===== src/rtl/branch_seq.sv =====
// Branch-instruction sequencer: walks T3..T6 issuing datapath strobes, loads PC only
// when the latched CON condition is true, and keeps taken / not-taken statistics.
module branch_seq #(
  parameter int CNT_W = 16
) (
  input  logic             clk,
  input  logic             clear,
  input  logic             start,
  input  logic             stall,
  input  logic             con,
  input  logic             stats_clr,
  output logic             gra,
  output logic             r_out,
  output logic             con_in,
  output logic             pc_out,
  output logic             y_in,
  output logic             c_out,
  output logic             alu_add,
  output logic             z_in,
  output logic             zlow_out,
  output logic             pc_in,
  output logic             busy,
  output logic             done,
  output logic             taken,
  output logic [CNT_W-1:0] taken_cnt,
  output logic [CNT_W-1:0] ntaken_cnt
);

  typedef enum logic [2:0] {
    IDLE = 3'd0,
    T3   = 3'd1,
    T4   = 3'd2,
    T5   = 3'd3,
    T6   = 3'd4
  } state_t;

  state_t           state_q, state_d;
  logic             done_q, done_d;
  logic             taken_q, taken_d;
  logic [CNT_W-1:0] taken_cnt_q, taken_cnt_d;
  logic [CNT_W-1:0] ntaken_cnt_q, ntaken_cnt_d;
  logic             finish;

  always_ff @(posedge clk or negedge clear) begin
    if (!clear) begin
      state_q      <= IDLE;
      done_q       <= 1'b0;
      taken_q      <= 1'b0;
      taken_cnt_q  <= '0;
      ntaken_cnt_q <= '0;
    end else begin
      state_q      <= state_d;
      done_q       <= done_d;
      taken_q      <= taken_d;
      taken_cnt_q  <= taken_cnt_d;
      ntaken_cnt_q <= ntaken_cnt_d;
    end
  end

  // A start coinciding with the done pulse is dropped; the decoder re-presents it.
  always_comb begin
    state_d = state_q;
    unique case (state_q)
      IDLE:    if (start && !stall && !done_q) state_d = T3;
      T3:      if (!stall) state_d = T4;
      T4:      if (!stall) state_d = T5;
      T5:      if (!stall) state_d = T6;
      T6:      if (!stall) state_d = IDLE;
      default: state_d = IDLE;
    endcase
  end

  assign finish = (state_q == T6) && !stall;

  always_comb begin
    done_d       = finish;
    taken_d      = taken_q;
    taken_cnt_d  = taken_cnt_q;
    ntaken_cnt_d = ntaken_cnt_q;
    if (finish) begin
      taken_d = con;
      if (con) taken_cnt_d  = taken_cnt_q + CNT_W'(1);
      else     ntaken_cnt_d = ntaken_cnt_q + CNT_W'(1);
    end
    // Clearing the statistics overrides a same-edge increment.
    if (stats_clr) begin
      taken_cnt_d  = '0;
      ntaken_cnt_d = '0;
    end
  end

  // Strobes are pure state decodes so they hold steady through a stall.
  always_comb begin
    gra      = 1'b0;
    r_out    = 1'b0;
    con_in   = 1'b0;
    pc_out   = 1'b0;
    y_in     = 1'b0;
    c_out    = 1'b0;
    alu_add  = 1'b0;
    z_in     = 1'b0;
    zlow_out = 1'b0;
    pc_in    = 1'b0;
    unique case (state_q)
      T3: begin
        gra    = 1'b1;
        r_out  = 1'b1;
        con_in = 1'b1;
      end
      T4: begin
        pc_out = 1'b1;
        y_in   = 1'b1;
      end
      T5: begin
        c_out   = 1'b1;
        alu_add = 1'b1;
        z_in    = 1'b1;
      end
      T6: begin
        zlow_out = 1'b1;
        pc_in    = con;
      end
      default: ;
    endcase
  end

  assign busy       = (state_q != IDLE);
  assign done       = done_q;
  assign taken      = taken_q;
  assign taken_cnt  = taken_cnt_q;
  assign ntaken_cnt = ntaken_cnt_q;

endmodule


===== config.mk =====
export PLATFORM = sky130hd
export DESIGN_NAME = branch_seq
export DESIGN_NICKNAME = d
export VERILOG_FILES = /design/src/rtl/branch_seq.sv
export SDC_FILE = /design/constraint.sdc
export NUM_CORES = 1
export LEC_CHECK = 0
export BUFFER_PORTS_ARGS = -buffer_cell sky130_fd_sc_hd__buf_4
export CAP_MARGIN = 25
export CORE_ASPECT_RATIO = 1.75
export CORE_MARGIN = 3
export CORE_UTILIZATION = 51
export CTS_BUF_LIST = sky130_fd_sc_hd__clkbuf_8 sky130_fd_sc_hd__clkbuf_16
export DETAILED_ROUTE_END_ITERATION = 12
export PLACE_DENSITY_LB_ADDON = 0.08
export SLEW_MARGIN = 20
export SYNTH_ARGS = -nofsm -noshare
export SYNTH_HDL_FRONTEND = slang
export SYNTH_SLANG_ARGS = --single-unit

===== constraint.sdc =====
create_clock -name clk -period 5.4 [get_ports clk]
set_input_delay 0.81 -clock clk [delete_from_list [all_inputs] [get_ports clk]]
set_output_delay 0.81 -clock clk [all_outputs]
set_load 0.1 [all_outputs]

==> reports/metrics.cfg <==
[status]
status=completed

[clocking]
cts_tree=done
cts.hold.buffers_added=0
clk_latency_ns=0.29
cts.sinks=37
clockBufferDepth=2
postCtsResizedCells=0
clk_pin_slew_ns=0.07
post-cts-setup-buffers=0
ctsHtreeMaxLevel=2
root_buffer=clkbuf_8
cts_buffers=5

[global_route]
grt_pass1_wl_um=6850
grt_pass1_vias=1516
antenna_found_initial=0
gr-total-overflow=0
grt_max_degree=38
grt_use_total=0.200

[sta]
slew_headroom=0.653
setup_tns_ns=0
period_share=0.532
worstMarginPinSlew_ns=0.514
holdWs_ns=0.471
period_needed_ns=2.88
finalSetupViolations=0
skew_ns=0.00555
rsz0062_at_grt=false
finalMaxSlewViolations=0
fmax_mhz=348
hold_violations=0

[layout]
synthToLayoutAreaGrowth_pct=24.3
nets=254
layout.cells.most_common=buf_4
diodes=0
layout-drive-gt1-share=0.251
nFillCells=313
final_cell_mix=buf_4, dfrtp_1, nor2_1

[synth]
synth_edf_count=0
synth.cell_area_sq_um=1910
syn_avg_cell_area_sq_um=9.45
syn_inst=202
synth_nets=210
synth_seq_cells=37
async_reset_ff_frac=1.00
synthFlopType=dfrtp_1
synth.distinct_cells=34
ys.warnings.count=0
synth_seq_area_share=0.485

[critical_path]
crit_arrival_ns=3.09
rr_startpoint=state_q[0]$_DFFE_PN0P_
crit_start=stall
crit_fanout=17
path_buf_inv=1
path_class=input port to flop
cpMostUsedCell=or4_1
max_stage_delay_ns=0.73
path_delay_family=simple AND/OR/NAND/NOR gates
cp-start-kind=input port
cp-end-kind=flop
crit_chain=buf_4 -> or4b_1 -> or4_1 -> or4_1 -> a21oi_1
cp.required_ns=5.61
cpMaxStageDelayCell=or4b_1

[place]
hpwlAfterDp_um=2940
gp_congestion=0.739
port-buffer-count=50

[floorplan]
die_w_um=52.2
initial_core_util=0.545
coreArea_sq_um=3500
die_h_um=86.9
num_rows=28
die_area_sq_um=4540
io_pins=51

[drt]
detailedRoute.firstIterationViolations=48
dr.pass1.iters=5
wl_per_cell_um=14.3
route.detailed.drc=0
final_antenna_net_count=0
vias=1647
vias_per_cell=5.64
wl_um=4180

[power]
netSwitchingFraction=0.490
power_density_nw_per_um2=399
max-vdd-ir-drop_uv=477
pwr-share-comb=0.446
p_seq_frac=0.331
pwr-share-clk=0.223
p_int_mw=0.482
p_leak_nw=1.04
switchingPower_mw=0.464

[flow_run]
cap_violations=0

[worst_hold_path]
hold_class=input port to async pin

## worst paths after layout
check | depth (start not counted) | end | slack, ns
min in group clk | 2 | taken$_DFFE_PN0P_ | 0.51
max reg2reg | 4 | ntaken_cnt[12]$_DFFE_PN0P_ | 2.64
max in group asynchronous | 1 | state_q[2]$_DFFE_PN0P_ | 4.61
min | 1 | ntaken_cnt[13]$_DFFE_PN0P_ | 0.47
max | 5 | ntaken_cnt[12]$_DFFE_PN0P_ | 2.52
min reg2reg | 2 | taken$_DFFE_PN0P_ | 0.51
## flip-flops by register name (all words and copies together) (netlist names)
name        cells
state_q         3
taken_cnt      16
ntaken_cnt     16
taken           1
done            1
## cell usage after synthesis (3+ instances only)
master,instances,area [sq um]
or3_1,7,43.8
nand4_1,7,43.8
nor3_1,6,30.0
nor4_1,4,25.0
nor2b_1,3,18.8
mux2_2,3,33.8
xnor2_1,14,123
dfrtp_1,37,926
nand3_1,12,60.1
nor2_1,26,97.6
buf_4,5,37.5
nand2_1,11,41.3
nor3b_1,3,22.5
o21ai_0,7,35.0
xor2_1,5,43.8
clkbuf_1,5,18.8
inv_1,6,22.5
a21oi_1,13,65.1
or4_1,6,45.0
o31ai_1,4,30.0
## cell type report
class / instances / area, sq um / share of cell area
multi-input cells: 145 / 886 / 0.374
well taps: 45 / 56.3 / 0.0237
inverters: 7 / 26.3 / 0.0111
repair buffers: 50 / 375 / 0.158
clock inverters: 1 / 5.00 / 0.00211
flip-flops and latches: 37 / 926 / 0.391
clock buffers: 7 / 96.3 / 0.0406
## layer usage
metal,share of wire,track usage
met5,0,0
met4,0.023,0.0953
met2,0.52,0.333
met3,0.051,0.0446
met1,0.40,0.238
## power by group through the flow
stage | Sequential [mW] | Combinational, mW | Clock [mW]
2_1_floorplan | 0.349 | 0.336 | 0
3_3_place_gp | 0.317 | 0.422 | 0
3_5_place_dp | 0.318 | 0.424 | 0
4_1_cts | 0.313 | 0.424 | 0.215
5_1_grt | 0.315 | 0.435 | 0.225
6_report | 0.313 | 0.422 | 0.211
## through the flow
stage                     power (mW)  utilization  cells  setup slack (ns)  cell area [sq um]
after floorplan                0.685            -    202             0.883               1910
after detailed placement       0.742        0.648    284              2.23               2270
final                          0.946        0.677    292              2.52               2370
after CTS                      0.952        0.677    292              2.53               2370
after global placement         0.739        0.648    284              2.27               2270
after global routing           0.975        0.677    292              2.37               2370
## kinds of logic after synthesis
family                     share of synthesized area
muxes                                         0.0177
and+or+nand+nor                                0.273
adders and majority gates                     0.0131
AOI/OAI and AO/OA                             0.0728
buffers and inverters                         0.0505
DFF                                            0.485
xor gates and xnor gates                      0.0872
No activity file was read; power rests on OpenSTA's default activity.
